==> src/rtl/if_fetch_unit.sv <==
// Instruction-fetch stage controller: latches the PC, runs a req/ack fetch against a
// variable-latency instruction memory and loads the IF/ID register, with stall and flush handling.
module if_fetch_unit #(
    parameter int pc_size   = 18,
    parameter int data_size = 32
) (
    input  logic                 clk,
    input  logic                 rst,
    input  logic [pc_size-1:0]   pc,
    output logic                 PCWrite,
    output logic                 imem_req,
    output logic [pc_size-1:0]   imem_addr,
    input  logic                 imem_ack,
    input  logic [data_size-1:0] imem_rdata,
    input  logic                 ID_stall,
    input  logic                 flush,
    output logic [data_size-1:0] IR_out,
    output logic [pc_size-1:0]   PC_plus4_out,
    output logic                 IR_valid,
    output logic [1:0]           dbg_state
);

    typedef enum logic [1:0] {
        START = 2'd0,
        REQ   = 2'd1,
        HOLD  = 2'd2
    } state_t;

    localparam logic [pc_size-1:0] ADDR_STEP = pc_size'(4);

    state_t                 state;
    logic                   kill;
    logic [data_size-1:0]   buf_q;
    logic [pc_size-1:0]     buf_pc4;

    logic                   ack_seen;
    logic                   blocked;
    logic                   load_mem;
    logic                   load_buf;

    // Handshake: imem_req stays high with imem_addr frozen until a single-cycle
    // imem_ack completes the access; an ack seen while imem_req is low is ignored.
    assign imem_req  = (state == REQ);
    assign dbg_state = state;

    assign ack_seen = (state == REQ) && imem_ack;
    assign blocked  = IR_valid && ID_stall;
    assign load_mem = ack_seen && !kill && !flush && !blocked;
    assign load_buf = (state == HOLD) && !flush && !ID_stall;

    // The PC register updates on the falling edge, so this must settle within the cycle.
    always_comb begin
        PCWrite = 1'b1;
        if (rst) begin
            PCWrite = 1'b1;
        end else if (flush) begin
            PCWrite = 1'b0;
        end else if (load_mem || load_buf) begin
            PCWrite = 1'b0;
        end
    end

    always_ff @(posedge clk or posedge rst) begin
        if (rst) begin
            state        <= START;
            imem_addr    <= '0;
            IR_out       <= '0;
            PC_plus4_out <= '0;
            IR_valid     <= 1'b0;
            kill         <= 1'b0;
            buf_q        <= '0;
            buf_pc4      <= '0;
        end else begin
            if (IR_valid && !ID_stall) begin
                IR_valid <= 1'b0;
            end
            if (flush) begin
                IR_valid <= 1'b0;
            end

            case (state)
                START: begin
                    imem_addr <= pc;
                    kill      <= 1'b0;
                    state     <= REQ;
                end

                REQ: begin
                    if (imem_ack) begin
                        if (flush || kill) begin
                            // Redirected fetch: drop the word and restart at the new PC.
                            kill      <= 1'b0;
                            imem_addr <= pc;
                        end else if (blocked) begin
                            buf_q   <= imem_rdata;
                            buf_pc4 <= imem_addr + ADDR_STEP;
                            state   <= HOLD;
                        end else begin
                            IR_out       <= imem_rdata;
                            PC_plus4_out <= imem_addr + ADDR_STEP;
                            IR_valid     <= 1'b1;
                            imem_addr    <= pc;
                        end
                    end else if (flush) begin
                        kill <= 1'b1;
                    end
                end

                HOLD: begin
                    if (flush) begin
                        state <= START;
                    end else if (!ID_stall) begin
                        IR_out       <= buf_q;
                        PC_plus4_out <= buf_pc4;
                        IR_valid     <= 1'b1;
                        imem_addr    <= pc;
                        state        <= REQ;
                    end
                end

                default: begin
                    state <= START;
                end
            endcase
        end
    end

endmodule

==> config.mk <==
export PLATFORM = sky130hd
export DESIGN_NAME = if_fetch_unit
export DESIGN_NICKNAME = d
export VERILOG_FILES = /design/src/rtl/if_fetch_unit.sv
export SDC_FILE = /design/constraint.sdc
export NUM_CORES = 1
export LEC_CHECK = 0
export CAP_MARGIN = 10
export CORE_UTILIZATION = 48
export CTS_CLUSTER_SIZE = 20
export DETAILED_ROUTE_END_ITERATION = 8
export PLACE_DENSITY = 0.77
export SLEW_MARGIN = 30
export SYNTH_ARGS = -nofsm -noshare
export SYNTH_HDL_FRONTEND = slang
export SYNTH_SLANG_ARGS = --single-unit
==> constraint.sdc <==
create_clock -name clk -period 5 [get_ports clk]
set_input_delay 1 -clock clk [delete_from_list [all_inputs] [get_ports clk]]
set_output_delay 1 -clock clk [all_outputs]
set_load 0.01 [all_outputs]
; Word level (Yosys, flattened, before mapping)
; Cells that the tools add are included.
; W data, S select, Z words.
[classes]
n_addsub = 1
eq_ne = 12
n_mux = 39
bitwise_logic = 1
reduce_logical = 23
[ops]
columns = op, n
row1 = $mux W18, 10
row2 = $mux W32, 5
row3 = $pmux W32 S2, 1
row4 = $pmux W18 S3, 1
row5 = $pmux W18 S2, 1
row6 = $add A18 B3 Y18 const B, 1
row7 = $mux W1, 13
row8 = $mux W2, 5
row9 = $logic_and A1 B1 Y1, 8
row10 = $ne A2 B2 Y1 const B, 4
row11 = $reduce_and A4 Y1, 2
row12 = $ne A3 B2 Y1 const B, 2
row13 = $pmux W2 S3, 1
row14 = $reduce_and A6 Y1, 1
row15 = $reduce_and A5 Y1, 1
row16 = $logic_not A1 Y1, 4
row17 = $ne A2 B1 Y1 const B, 2
row18 = $pmux W1 S2, 2
row19 = $reduce_bool A2 Y1, 2
row20 = $ne A3 B1 Y1 const B, 1
row21 = $ne A3 B3 Y1 const B, 1
row22 = $reduce_and A3 Y1, 1
row23 = $reduce_bool A3 Y1, 1
row24 = $eq A2 B1 Y1 const B, 1
row25 = 4 further kinds, 5
[totals]
reg_bits = 122
inputBits = 55
out_inout_bits = 73
elab_cells = 84

; Longest topological paths before layout
[depth]
word_depth = 9
depth_mapped = 10
ltp_nobuf = 7

; Least setup slack after synthesis
; No wires, ideal clock.
[synth_timing]
kind = in2out
from = input port rst
to = output port PCWrite
arrival_ns = 3.916
required_ns = 4.000
setup_slack_ns = 0.084
cell_stages = 2
n_path_buf = 0
path_cell_list = inv_1 -> nand2_1
[synth_between]
elab_chain_len = 1
[synth_lines]
columns = item, line_no
row1 = "start, declared", 8  ; input logic rst,
row2 = $mux W1, 54  ; if (rst) begin
row3 = "end, declared", 10  ; output logic PCWrite,
; Every way passes these cells.

; Final worst setup path
[layout_timing]
from = input port flush
to = output port PCWrite
[layout_between]
elab_chain_len = 7
elab_cells_between_ends = 9
cone_classes = mux (3) / reduce/logical (6)
[layout_lines]
columns = item, line_no
row1 = "start, declared", 16  ; input logic flush,
row2 = $logic_not A1 Y1, "48, 49"
row3 = $logic_and A1 B1 Y1 (on tied branches) (2 in series), "48, 49"
row4 = $logic_or A1 B1 Y1, 58  ; end else if (load_mem || load_buf) begin
row5 = $mux W1, 58
row6 = $mux W1 *, 56  ; end else if (flush) begin
row7 = $mux W1 *, 54
; Mark *: on every way between the ends. The rest lies on a longest branch, timed or not.

==> flow_summary_export.csv <==
group,metric,value,unit
floorplan,dieHeight,109,um
routing,remaining_antenna_violation_count_after_routing,0,
synth,synth_seq_area_share,0.558,
sta,setup_repair_after_global_routing_missed_its_margin,"false",
run,max_cap_viol_count,0,
floorplan,design.portCount,128,
cts,cts_hold_repair.buffers,0,
cts,clkTransAtPathRegs,50,ps
floorplan,core_region_area,11000,sq um
min_path,min_path_type,"reg2reg",
cts,ctsRootBufferMaster,"clkbuf_16",
routing,detail_route.wl_per_cell,16.2,um
sta,fmax,0.263,GHz
worst_setup_path,worst_setup_path_start_kind,"input pin",
pwr,pwr_density_cell,636,nW/um^2
synth,post_synthesis_cells,466,
placement,dp_cells,712,
cts,clk-insertion-delay-late,400,ps
routing,drt_pre_antenna_iters,4,
pwr,combPwrFrac,0.398,
sta,fin_worst_skew,10.0,ps
final_layout,final_cells,744,
pwr,sw_frac_of_total,0.351,
routing,routed-via-count,3913,
placement,postPlaceCellArea,6800,sq um
cts,clock_tree.htree_level_count,4,
routing,drtIter0Drc,293,
worst_setup_path,worst_setup_path_end_kind,"primary output",
grt,grt_first_pass_wirelength,19.8,mm
cts,numCtsBuffers,17,
sta,post-route-min-period,3810,ps
cts,cts_setup_buffers,0,
sta,maxSlewViolCount,0,
run_status,status,"finished, final reports clean",
final_layout,area.growth.synth_to_final,34.6,%
grt,maximum_number_of_pins_on_one_net_before_global_route_repair,89,
pwr,p_int,3.04,mW
worst_setup_path,critical_path.most_common_cell,"clkdlybuf4s50_1",
synth,synth_cell_types,42,
worst_setup_path,crit_arrival,2810,ps
floorplan,initial_core_util,0.498,
routing,viasPerCell,5.26,
pwr,seq_power_share,0.353,
worst_setup_path,critical_path.max_stage_delay,590,ps
cts,cts-resized-gates,0,
pwr,clockPowerShare,0.248,
worst_setup_path,cp_cell_sequence,"clkdlybuf4s50_1 > nor2_2 > and3_4 > a221o_1 > nand2_1 > clkdlybuf4s50_1",
synth,postSynth.topFlopCell,"dfrtp_1",
final_layout,antennaDiodeCount,0,
sta,setup_slack,1190,ps
routing,totalWireLength,12.0,mm
placement,gp_congestion,0.771,
cts,tritoncts_clock_tree,"yes",
worst_setup_path,critPathKind,"in2out",
final_layout,most-common-layout-cells,"clkdlybuf4s50_1, dfrtp_1, nand2_1",
sta,final.period_utilization,0.761,
worst_setup_path,worstPathMaxFanout,5,
sta,least_margin_pin_slew,920,ps
synth,synth.yosys.warnings,0,
grt,globalRoute.totalOverflow,0,
placement,detailedPlace.worstSlack,1240,ps
sta,fin_setup_tns,0,ps
worst_setup_path,crit_slowest_cell,"clkdlybuf4s50_1",
final_layout,final-seq-area,3050,sq um
final_layout,multiInputGateArea,2220,sq um
final_layout,post_route_cells_drive_above_1_share,0.139,
synth,count_of_flip_flops_with_a_built_in_enable_after_synthesis,0,
synth,postSynthAreaPerCell,11.7,sq um
final_layout,layout.cells.most_common,"clkdlybuf4s50_1",
synth,synth_seq_cells,122,
pwr,p_leak,3.21,nW
synth,async_reset_ff_frac,1.00,
grt,first_global_vias,4005,
sta,hold_violation_total_from_the_final_report,0,
synth,post_synth_instance_area,5470,sq um
final_layout,num-fill-cells,827,
grt,grt_antenna_before_repair,0,
pwr,p_total,4.68,mW
floorplan,dieArea,11800,sq um
final_layout,post-route-cell-area,7360,sq um
floorplan,floorplan.rows,38,
synth,synth_nets,527,
cts,clk_path_buf_depth,2,
pwr,power_switching,1.65,mW
routing,route.detailed.drc,0,
grt,globalRouteTotalUtil,0.218,
sta,slew_headroom,0.387,
floorplan,dieWidth,109,um
placement,detailedPlacementHpwl,7.83,mm
sta,setup-violations-final,0,
cts,cts_sinks,122,
worst_setup_path,endpoint_required_time_on_the_critical_path,4000,ps
placement,io_buffers,127,
final_layout,finish.net_count,652,
pwr,ir_drop,323,uV
[per-layer routing]
metal,wire length (um),global-route usage,up-vias
met4,105,0.0714,0
li1,-,-,1859
met1,5380,0.286,1919
met5,0,0,-
met2,5800,0.348,124
met3,767,0.0634,11
[kinds of logic after synthesis]
logic type / count (synthesis) / share of synthesized area
buffers and inverters: 35 / 0.0368
AND/OR/NAND/NOR: 116 / 0.0924
multiplexers: 90 / 0.191
flip-flops: 122 / 0.558
AO/OA/AOI/OAI: 83 / 0.0856
adder cells (fa/ha/maj): 6 / 0.0137
XOR/XNOR: 14 / 0.0224
[area by class of cell]
cell class | count | share of cell area
Inverter | 9 | 0.00493
Multi-Input combinational cell | 309 | 0.302
Tap cell | 140 | 0.0238
Clock buffer | 17 | 0.0578
Timing Repair Buffer | 132 | 0.178
Clock inverter | 15 | 0.0192
Sequential cell | 122 | 0.415
[path summary, 6_finish.rpt]
path | from | end | slack, ps | cells after the start
max in group asynchronous | rst | PC_plus4_out[4] | 2510 | 4
max reg2reg | dbg_state[0] | PC_plus4_out[16] | 1920 | 8
min in group asynchronous | rst | IR_out[15] | 1170 | 3
min | PC_plus4_out[4] | PC_plus4_out[4] | 480 | 2
max | flush | PCWrite | 1190 | 6
min reg2reg | PC_plus4_out[4] | PC_plus4_out[4] | 480 | 2
[critical path, delay by kind of cell]
kind / cells / cell delay (ps)
AND/OR/NAND/NOR: 3 / 370
AO/OA/AOI/OAI: 1 / 310
buffers and inverters: 2 / 1120
[synthesized netlist by cell type (2+ instances only)]
library cell	instances	area (sq um)
buf_2	11	55.1
xor2_1	3	26.3
nor4_1	3	18.8
buf_4	3	22.5
o21ai_0	25	125
mux2_1	16	180
nor2b_1	2	12.5
mux2_4	20	300
dfrtp_1	122	3050
o21ai_1	22	110
clkbuf_1	6	22.5
inv_1	9	33.8
o211ai_1	7	52.6
nand2_1	58	218
nor2_1	26	97.6
mux2_2	18	203
a21oi_1	19	95.1
nand3_1	14	70.1
ha_1	6	75.1
nand4_1	2	12.5
mux2i_1	36	360
nor3_1	3	15.0
buf_6	6	67.6
xnor2_1	11	96.3
[stage by stage]
stage / util / hold slack [ps]
2_1_floorplan: - / 480
3_3_place_gp: 0.619 / 463
3_5_place_dp: 0.619 / 474
4_1_cts: 0.670 / 490
5_1_grt: 0.670 / 516
6_report: 0.670 / 484
[power by group through the flow]
stage	logic, mW	clock network, mW	registers, mW
finish	1.87	1.16	1.65
CTS	1.89	1.18	1.66
global placement	1.81	0	1.65
floorplan	0.983	0	1.73
global route	2.05	1.23	1.71
detailed placement	1.87	0	1.67
[registers in the layout, indices dropped and copies added (netlist names)]
signal	cells
IR_out	32
IR_valid	1
PC_plus4_out	18
buf_pc4	18
buf_q	32
dbg_state	2
imem_addr	18
kill	1
(Power assumes the default switching activity.)
